File: src/rtl/booth_mul_seq_if.sv
// Handshake and operand/result bundle for booth_mul_seq.
//   start        : request pulse, sampled only while the sequencer is idle
//   multiplicand : signed operand M, captured on an accepted start
//   multiplier   : signed operand Q, captured on an accepted start
//   ready        : sequencer idle and able to accept a start
//   busy         : multiplication in progress
//   done         : single-cycle pulse marking a fresh product
//   product      : signed 2*WIDTH-bit result, held until the next accepted start
// master: the requester (drives start/operands). slave: the multiplier.
interface booth_mul_seq_if #(
    parameter int WIDTH = 4
);
    logic                 start;
    logic [WIDTH-1:0]     multiplicand;
    logic [WIDTH-1:0]     multiplier;
    logic                 ready;
    logic                 busy;
    logic                 done;
    logic [2*WIDTH-1:0]   product;

    modport master (
        output start, multiplicand, multiplier,
        input  ready, busy, done, product
    );

    modport slave (
        input  start, multiplicand, multiplier,
        output ready, busy, done, product
    );
endinterface

File: src/rtl/booth_mul_seq.sv
// Multi-cycle signed multiplier using radix-2 Booth recoding.
// One add, subtract or pass per cycle followed by an arithmetic right shift
// of {A,Q,q_1}; WIDTH shift cycles per operation, then a one-cycle done pulse.
// Ports:
//   clk   : rising-edge clock
//   rst_n : asynchronous active-low reset, discards any operation in flight
//   bus   : booth_mul_seq_if slave modport (start/operands in, status/product out)
//
// state | meaning
// IDLE  | ready=1, waiting for start; product holds last result
// RUN   | busy=1, one Booth step per edge, WIDTH edges
// DONE  | done=1 for one cycle, product freshly valid
module booth_mul_seq #(
    parameter int WIDTH = 4
) (
    input  logic           clk,
    input  logic           rst_n,
    booth_mul_seq_if.slave bus
);
    localparam int CW = $clog2(WIDTH) + 1;

    typedef enum logic [1:0] {
        IDLE = 2'd0,
        RUN  = 2'd1,
        DONE = 2'd2
    } state_t;

    state_t             state;
    logic [WIDTH:0]     a_r;        // one guard bit so (-2^(W-1))^2 cannot overflow
    logic [WIDTH-1:0]   q_r;
    logic               q_1_r;
    logic [WIDTH-1:0]   m_r;
    logic [CW-1:0]      count;
    logic [2*WIDTH-1:0] product_r;
    logic               ready_r;
    logic               busy_r;
    logic               done_r;

    logic [1:0]         op;
    logic               sub;
    logic [WIDTH:0]     m_ext;
    logic [WIDTH:0]     addend;
    logic [WIDTH:0]     sum;
    logic [WIDTH:0]     t;
    logic [2*WIDTH+1:0] shifted;

    // Booth step: 01 adds M, 10 subtracts M as A + ~M + 1, 00/11 pass A.
    always_comb begin
        op      = {q_r[0], q_1_r};
        sub     = (op == 2'b10);
        m_ext   = {m_r[WIDTH-1], m_r};
        addend  = m_ext ^ {(WIDTH+1){sub}};
        sum     = a_r + addend + {{WIDTH{1'b0}}, sub};
        t       = ((op == 2'b01) || (op == 2'b10)) ? sum : a_r;
        // Arithmetic shift of {T,Q,q_1}: bits [2W+1:W+1] -> A, [W:1] -> Q, [0] -> q_1.
        shifted = {t[WIDTH], t, q_r};
    end

    always_ff @(posedge clk or negedge rst_n) begin
        if (!rst_n) begin
            state     <= IDLE;
            a_r       <= '0;
            q_r       <= '0;
            q_1_r     <= 1'b0;
            m_r       <= '0;
            count     <= '0;
            product_r <= '0;
            ready_r   <= 1'b1;
            busy_r    <= 1'b0;
            done_r    <= 1'b0;
        end else begin
            case (state)
                IDLE: begin
                    if (bus.start) begin
                        a_r     <= '0;
                        q_r     <= bus.multiplier;
                        q_1_r   <= 1'b0;
                        m_r     <= bus.multiplicand;
                        count   <= CW'(WIDTH);
                        state   <= RUN;
                        ready_r <= 1'b0;
                        busy_r  <= 1'b1;
                    end
                end
                RUN: begin
                    a_r   <= shifted[2*WIDTH+1:WIDTH+1];
                    q_r   <= shifted[WIDTH:1];
                    q_1_r <= shifted[0];
                    count <= count - CW'(1);
                    if (count == CW'(1)) begin
                        // Low WIDTH bits of the new A plus the new Q form the product.
                        product_r <= shifted[2*WIDTH:1];
                        state     <= DONE;
                        busy_r    <= 1'b0;
                        done_r    <= 1'b1;
                    end
                end
                DONE: begin
                    state   <= IDLE;
                    done_r  <= 1'b0;
                    ready_r <= 1'b1;
                end
                default: begin
                    state   <= IDLE;
                    ready_r <= 1'b1;
                    busy_r  <= 1'b0;
                    done_r  <= 1'b0;
                end
            endcase
        end
    end

    assign bus.ready   = ready_r;
    assign bus.busy    = busy_r;
    assign bus.done    = done_r;
    assign bus.product = product_r;
endmodule

File: src/flat_wrapper.sv
// flat-port wrapper written by rule: the top's interface ports become plain ports
module booth_mul_seq_flat 
#(
    parameter int WIDTH = 4
)
  (clk, rst_n, bus_start, bus_multiplicand, bus_multiplier, bus_ready, bus_busy, bus_done, bus_product);
  booth_mul_seq_if #(.WIDTH(WIDTH)) bus_i ();
  input  logic clk;
  input  logic rst_n;
  input wire logic [$bits(bus_i.start)-1:0] bus_start;
  input wire logic [$bits(bus_i.multiplicand)-1:0] bus_multiplicand;
  input wire logic [$bits(bus_i.multiplier)-1:0] bus_multiplier;
  output wire logic [$bits(bus_i.ready)-1:0] bus_ready;
  output wire logic [$bits(bus_i.busy)-1:0] bus_busy;
  output wire logic [$bits(bus_i.done)-1:0] bus_done;
  output wire logic [$bits(bus_i.product)-1:0] bus_product;
  assign bus_i.start = bus_start;
  assign bus_i.multiplicand = bus_multiplicand;
  assign bus_i.multiplier = bus_multiplier;
  assign bus_ready = bus_i.ready;
  assign bus_busy = bus_i.busy;
  assign bus_done = bus_i.done;
  assign bus_product = bus_i.product;
  booth_mul_seq #(.WIDTH(WIDTH)) u_core (.clk(clk), .rst_n(rst_n), .bus(bus_i));
endmodule
File: config.mk
export PLATFORM = sky130hd
export DESIGN_NAME = booth_mul_seq_flat
export DESIGN_NICKNAME = d
export VERILOG_FILES = /design/src/rtl/booth_mul_seq_if.sv /design/src/rtl/booth_mul_seq.sv /design/src/flat_wrapper.sv
export SDC_FILE = /design/constraint.sdc
export NUM_CORES = 1
export LEC_CHECK = 0
export CAP_MARGIN = 20
export CELL_PAD_IN_SITES_DETAIL_PLACEMENT = 1
export CELL_PAD_IN_SITES_GLOBAL_PLACEMENT = 1
export CORE_MARGIN = 1
export CORE_UTILIZATION = 35
export CTS_CLUSTER_SIZE = 20
export DETAILED_ROUTE_END_ITERATION = 10
export DONT_BUFFER_PORTS = 1
export PLACE_DENSITY = 0.64
export SLEW_MARGIN = 20
export SYNTH_ARGS = -nofsm -noshare
export SYNTH_HDL_FRONTEND = slang
export SYNTH_SLANG_ARGS = --single-unit
export TNS_END_PERCENT = 30
File: constraint.sdc
create_clock -name clk -period 2.8 [get_ports clk]
set_clock_uncertainty 0.05 [all_clocks]
set_input_delay 0.56 -clock clk [delete_from_list [all_inputs] [get_ports clk]]
set_output_delay 0.56 -clock clk [all_outputs]
set_load 0.01 [all_outputs]
* Word-level counts from Yosys, hierarchy flattened *
Cells that the tools add are included.

operators by class
  muxes and demuxes = 18
  div/mod/pow operators = 0
  $lt $le $gt $ge = 0
  bitwise gates (word level) = 4
  add/subtract/negate cells = 3
  shift-type cells = 0
  reductions and logical operators = 10
  eq/ne operators = 7
  multipliers = 0

operators with widths
  operator                                                                 count
  2-bit AND reduction                                                      6
  5-bit two-way mux                                                        2
  5-bit case mux with 2 select lines                                       1
  4-bit case mux with 2 select lines                                       1
  1-bit case mux with 2 select lines                                       3
  3-bit case mux with 2 select lines                                       1
  5-bit by 1-bit adder with 5-bit output                                   1
  5-bit adder                                                              1
  5-bit bitwise XOR                                                        1
  2-bit by 1-bit == test with 1-bit output, second input constant          2
  2-bit == test, second input constant                                     2
  1-bit two-way mux                                                        4
  2-bit two-way mux                                                        2
  4-bit two-way mux                                                        1
  2-bit case mux with 2 select lines                                       1
  3-bit by 1-bit == test with 1-bit output, second input constant          1
  3-bit two-way mux                                                        1
  1-bit NOT                                                                3
  1-bit case mux with 3 select lines                                       1
  3-bit AND reduction                                                      1
  3-bit by 1-bit subtractor with 3-bit output, second input constant       1
  2-bit zero test                                                          1
  2-bit by 1-bit inequality test with 1-bit output, second input constant  1
  2-bit inequality test, second input constant                             1
  2 further kinds                                                          2

word-level totals
  memories = 0
  ROM bits = 0
  latch bits = 0
  output and inout port bits = 11
  register bits after elaboration = 30
  word-level logic and storage cells = 52
  bits of input ports = 11
  RAM bits = 0

* Logic depth before layout (Yosys ltp) *
Gate-level depths: netlist of the first run.

  depth after elaboration = 6
  gate-level depth with buffers = 8
  mapped depth without buffers = 8

* Worst setup path before layout of the first run *
Ideal clock, no wire load.

  path type = register -> register
  from = reg u_core.q_r[0]
  to = reg u_core.product_r[7], in the netlist u_core.bus.product[7]
  arrival time = 1997 ps
  slack = 658 ps
  library setup time = 95 ps
  path buffers = 0
  cell stages (with the launch flop) = 7
  period minus slack after synthesis = 2142 ps
  data required time = 2655 ps
  cell sequence = dfrtp_1 > ha_1 > mux2_4 > fa_1 > a2111oi_2 > a211oi_1 > o31ai_1

between the ends
  cells in the longest elaborated chain, start to end = 5
  elaborated cells between the ends (all ways) = 7
  those cells by class = add/sub: 2; eq/ne: 2; mux: 1; bitwise: 1; reduce/logical: 1

ends and longest elaborated chain
  item                                    line                                      source
  from (decl)                             booth_mul_seq.sv:30                       logic [WIDTH-1:0] q_r;
  from (signal assigned)                  booth_mul_seq.sv:76                       q_r <= bus.multiplier;
  from (signal assigned)                  booth_mul_seq.sv:87                       q_r <= shifted[WIDTH:1];
  2-bit == test                           booth_mul_seq.sv:50, booth_mul_seq.sv:54
  5-bit bitwise XOR                       booth_mul_seq.sv:52                       addend = m_ext ^ {(WIDTH+1){sub}};
  5-bit adder                             booth_mul_seq.sv:53                       sum = a_r + addend + {{WIDTH{1'b0}}, sub};
  5-bit by 1-bit adder with 5-bit output  booth_mul_seq.sv:53
  5-bit two-way mux *                     booth_mul_seq.sv:54                       t = ((op == 2'b01) || (op == 2'b10)) ? sum : a_r;
  to (signal assigned)                    booth_mul_seq.sv:92                       product_r <= shifted[2*WIDTH:1];
  to (decl)                               booth_mul_seq.sv:34                       logic [2*WIDTH-1:0] product_r;

Mark *: on every way between the ends. The rest lies on a longest branch, timed or not.
A chain may end at the register's enable or synchronous reset.

* Worst setup path in the final report of the first run *
Same ends and word-level chain as after synthesis.

==> reports/metrics.yaml, run 1 <==
status: "finished clean"
cpLargestDelayFamily: "compound AO/OA/AOI/OAI gates"
drt_wl_total_um: 3420
ys_async_sr_fraction_pct: 100
core_mm2: 0.00400
syn_inst: 141
rows: 23
tightest_slew_ns: 0.473
initial_core_util_pct: 36.7
syn-cell-area_mm2: 0.00147
dr.first_iter.drc_count: 51
rr_worst_depth: 6
cts_hold_buf: 1
relSlewSlack_pct: 68.4
drc: 0
max_stage_delay_ns: 0.42
fp.dieH_um: 66.8
hold_class: "in2async"
yosys-top-cells-area: "dfrtp_1, ha_1, o21ai_0, nand2_1, a21oi_1"
cts.sinks: 29
grt_pass1_vias: 1093
timing_hold_violations_final: 0
crit_path_top_delay_cell: "fa_1"
clockBufferDepth: 2
setup.worst_path.end_class: "flop"
grt_pass1_wl_um: 5690
clkLatencyLatePin_ns: 0.28
area_delta_synth_final_pct: 10.8
cp.depth: 6
r2r_start: "u_core.q_r[0]"
grt_remaining_overflow: 0
htreeDepth: 2
rsz0062_at_grt: "no"
period_share_pct: 81.8
drt_first_pass_iters: 4
path_buf_inv: 0
worst_slack_ns: 0.510
wl_per_cell_um: 17.4
antenna_found_initial: 0
fillCellCount: 458
crit_chain: "ha_1 -> mux2_4 -> fa_1 -> a2111oi_2 -> a211oi_1 -> o31ai_1"
ys.flop_type: "dfrtp_1"
synthDistinctLibCells: 40
p_per_area_mw_per_mm2: 1420
fin_setup_tns_ns: 0
dp_hpwl_um: 2360
setup_violations: 0
max_cap_viol_count: 0
grt_max_degree: 29
portBuffers: 0
period_needed_ns: 2.29
nNetsFinal: 164
cts_resized: 0
cp-start-kind: "flop"
via_per_inst: 5.38
synth_nets: 159
ys.warnings.count: 0
routed-via-count: 1060
dieArea_mm2: 0.00446
postCtsSetupBuffers: 0
path_max_fanout: 4
cp.required_ns: 2.93
num_io_pins: 22
pre_cts_ws_ns: 0.540
slew_violations: 0
peakVddDrop_v: 0.000388
worstSetupStartpoint: "u_core.q_r[0]"
die_w_um: 66.8
cp.arrival_ns: 2.42
synth_edf_count: 0
track_usage_pct: 18.0
antenna-diode-count: 0
drtAntennaViolNets: 0
yosysTopAreaCell: "dfrtp_1"
leakagePower_nw: 0.730
synth-seq-area-share_pct: 49.5
gp_congestion: 0.917
cts_root_buf: "clkbuf_8"
layout-drive-gt1-share_pct: 14.3
clk_pin_slew_ns: 0.07
ys_seq_elements: 29
synth.avg_cell_area_um2: 10.4
max_freq_mhz: 437
path_class: "reg2reg"
yosysTopAreaCellShare_pct: 47.7
cts_tree: "done"
cts_buffers: 5
[cells by family after synthesis]
family	after synthesis	share of synthesized area, %
DFF	29	49.5
adders and majority gates	7	6.48
muxes	6	4.77
xor gates and xnor gates	6	3.58
and+or+nand+nor	41	14.4
buffers and inverters	12	3.58
AOI/OAI and AO/OA	40	17.6
[layout by cell type (no fill, tap or decap), types with 2 or more instances in the layout]
cell type | netlist | layout
a21oi_1 | 11 | 11
a22oi_1 | 3 | 3
ha_1 | 6 | 6
nand2_1 | 15 | 15
dfrtp_1 | 28 | 28
xnor2_1 | 2 | 2
mux2_2 | 4 | 4
nor2b_1 | 5 | 5
nand2b_1 | 3 | 3
clkbuf_8 | 0 | 6
o21ai_0 | 13 | 13
xor2_1 | 4 | 4
and2b_4 | 2 | 2
inv_1 | 8 | 8
o31ai_1 | 2 | 2
nor2_1 | 9 | 9
clkbuf_1 | 1 | 2
[where the power goes]
group	switching (W)	internal [W]	total [W]
Clock	0.000158	0.000200	0.000358
Combinational	0.000602	0.000484	0.00109
Sequential	0.000232	0.000634	0.000867
Total	0.000992	0.00132	0.00231
[cells in the mapped netlist (2+ instances only)]
cell	instances
dfrtp_1	28
nand2_1	15
o21ai_0	13
a21oi_1	11
nor2_1	9
inv_1	8
ha_1	6
nor2b_1	5
mux2_2	4
xor2_1	4
a22oi_1	3
nand2b_1	3
and2b_4	2
buf_2	2
o31ai_1	2
xnor2_1	2
[per-stage QoR]
stage	std cells	util, %	area [um2]	total power, W	hold slack (ns)
floorplan	141	-	1470	0.00169	0.214
global placement	188	37.9	1520	0.00189	0.215
detailed placement	188	37.9	1520	0.00196	0.215
CTS	197	40.7	1630	0.00234	0.0444
global route	197	40.7	1630	0.00254	0.0402
finish	197	40.7	1630	0.00231	0.0443
[worst paths after layout]
kind	slack, ns	to
worst max-delay path	0.51	u_core.bus.product[7]
worst min-delay path	0.04	u_core.bus.product[2]
worst max register to register	0.51	u_core.bus.product[7]
worst min register to register	0.46	u_core.q_1_r
max in group asynchronous	2.49	u_core.m_r[3]
min in group clk	0.38	u_core.m_r[1]
[metal layers]
layer | wire length, um | share of wire [%] | vias up | global-route usage (%)
met3 | 156 | 4.6 | 5 | 6.85
met1 | 1630 | 48 | 537 | 24.4
met2 | 1590 | 47 | 23 | 26.0
li1 | - | - | 495 | -
met5 | 0 | 0 | - | 0
met4 | 36 | 1.1 | 0 | 6.12
[sequential cells by signal, indices dropped and copies added (netlist names)]
name / count
u_core.q_r: 4
u_core.state: 2
u_core.q_1_r: 1
u_core.bus.busy: 1
u_core.a_r: 4
u_core.count: 3
u_core.bus.ready: 1
u_core.bus.product: 8
u_core.bus.done: 1
u_core.m_r: 4
[layout make-up]
class / instances / area (um2) / area share [%]
sequential: 29 / 727 / 44.7
multi-input combinational: 100 / 688 / 42.3
clock buffer: 8 / 90.1 / 5.54
tap: 50 / 62.6 / 3.85
inverter: 9 / 38.8 / 2.38
timing repair buffer: 1 / 20.0 / 1.23
Note: power is estimated with default switching activity, not from simulation.
==> inputs of run 2 (changes only) <==
Settings changed: PLACE_DENSITY 0.64 to 0.67.
Clock period 2.8 ns to 2 ns, I/O delays scaled along.
==> reports/metrics.yaml, run 2 (synthesized netlist as in run 1, its figures left out) <==
dieArea_mm2: 0.00446
core_mm2: 0.00400
max_cap_viol_count: 0
drc: 0
via_per_inst: 5.27
violations: "setup timing"
portBuffers: 0
dp_hpwl_um: 2460
setup.worst_path.end_class: "flop"
fillCellCount: 440
power_w: 0.00367
grt_pass1_vias: 1083
wl_met2_um: 1690
htreeDepth: 2
initial_core_util_pct: 36.7
path_class: "reg2reg"
die_w_um: 66.8
nNetsFinal: 170
path_max_fanout: 4
clk_pin_slew_ns: 0.06
crit_chain: "ha_4 -> mux2_4 -> fa_2 -> a2111oi_4 -> a211oi_2 -> o31ai_2"
max_stage_delay_ns: 0.43
clkLatencyLatePin_ns: 0.28
seq_power_share_pct: 32.4
slew_violations: 0
rsz0062_at_grt: "yes"
largest_reg_flops: 8
status: "finished, violations left"
place_inst: 192
grt_pass1_wl_um: 5620
tightest_slew_ns: 0.449
pre_cts_ws_ns: -0.0715
layout_common_cells: "dfrtp_1, nand2_1, o21ai_0"
num_io_pins: 22
area_delta_synth_final_pct: 18.4
rows: 23
cts_tree: "done"
relSlewSlack_pct: 70.0
met1Wirelength_um: 1650
drtAntennaViolNets: 0
gp_congestion: 0.794
place_area_mm2: 0.00156
peakVddDrop_v: 0.000778
p_per_area_mw_per_mm2: 2110
cts_root_buf: "clkbuf_8"
met3RoutedLength_um: 159
worst_slack_ns: -0.0570
layout-drive-gt1-share_pct: 23.7
p_int_w: 0.00210
dr.max_layer_used: "met4"
leakagePower_nw: 0.764
timing_hold_violations_final: 0
reg2reg_slack_ns: -0.06
grt_remaining_overflow: 0
drt_wl_total_um: 3540
routed-via-count: 1064
grt_max_degree: 30
final_common_cell: "dfrtp_1"
hold_class: "in2reg"
cts.sinks: 29
final_cell_count_no_fill: 202
cp-start-kind: "flop"
antenna_found_initial: 0
sw_frac_of_total_pct: 42.8
power.switching_w: 0.00157
cp.arrival_ns: 2.20
setup_violations: 4
combPwrFrac_pct: 54.4
cp.required_ns: 2.14
fp.dieH_um: 66.8
design_area_mm2: 0.00174
fin_util_pct: 43.4
cts_buffers: 5
pwr-share-clk_pct: 13.3
period_share_pct: 103
track_usage_pct: 18.0
crit_path_top_delay_cell: "fa_2"
max_freq_mhz: 486
clockBufferDepth: 2
dr.first_iter.drc_count: 31
period_needed_ns: 2.06
drt_first_pass_iters: 4
wl_per_cell_um: 17.5
antenna-diode-count: 0
[run 2: stage by stage]
step	setup TNS [ns]	hold WS (ns)
after floorplan	0	0.0544
after global placement	0	0.0551
after detailed placement	-0.0959	0.0551
after CTS	-0.0831	0.208
after global routing	-0.537	0.203
final	-0.138	0.216
[run 2: critical path, delay by kind of cell, from the launching register on]
kind            cells  cell delay (ns)
fa+ha+maj           2             0.63
mux                 1             0.29
compound gates      3             0.60
flops               1             0.41
[run 2: layout make-up]
cell class / count / area, um2 / share of cell area [%]
Multi-Input combinational cell: 100 / 756 / 43.5
Sequential cell: 29 / 727 / 41.8
Clock buffer: 7 / 86.3 / 4.97
Timing Repair Buffer: 7 / 67.6 / 3.89
Tap cell: 50 / 62.6 / 3.60
Inverter: 9 / 38.8 / 2.23
[run 2: routing by layer]
metal | global-route usage (%) | up-vias
met5 | 0 | -
met4 | 6.65 | 0
met3 | 7.88 | 6
met2 | 26.9 | 20
met1 | 22.7 | 531
li1 | - | 507
[run 2: repair_timing]
item,4_1_cts,5_1_grt
buffers inserted,1,0
endpoints found under the hold margin,29,0
endpoints found under the setup margin,3,6
resized for setup,2,10
hold buffers,2,0
pin swaps,2,3
[run 2: worst paths after layout]
path | endpoint | cells after the start | startpoint
max in group asynchronous | u_core.bus.ready | 2 | rst_n
min in group asynchronous | u_core.bus.done | 2 | rst_n
hold / removal | u_core.m_r[2] | 1 | bus_multiplicand[2]
hold reg to reg | u_core.q_1_r | 1 | u_core.q_1_r
setup / recovery | u_core.bus.product[7] | 6 | u_core.q_r[0]
setup reg to reg | u_core.bus.product[7] | 6 | u_core.q_r[0]
[run 2: power by group through the flow]
stage	clock [W]	combinational, W	sequential (W)
after global placement	0	0.00158	0.00117
after detailed placement	0	0.00167	0.00119
after global routing	0.000533	0.00220	0.00123
after CTS	0.000501	0.00176	0.00119
after floorplan	0	0.00128	0.00112
final	0.000488	0.00200	0.00119
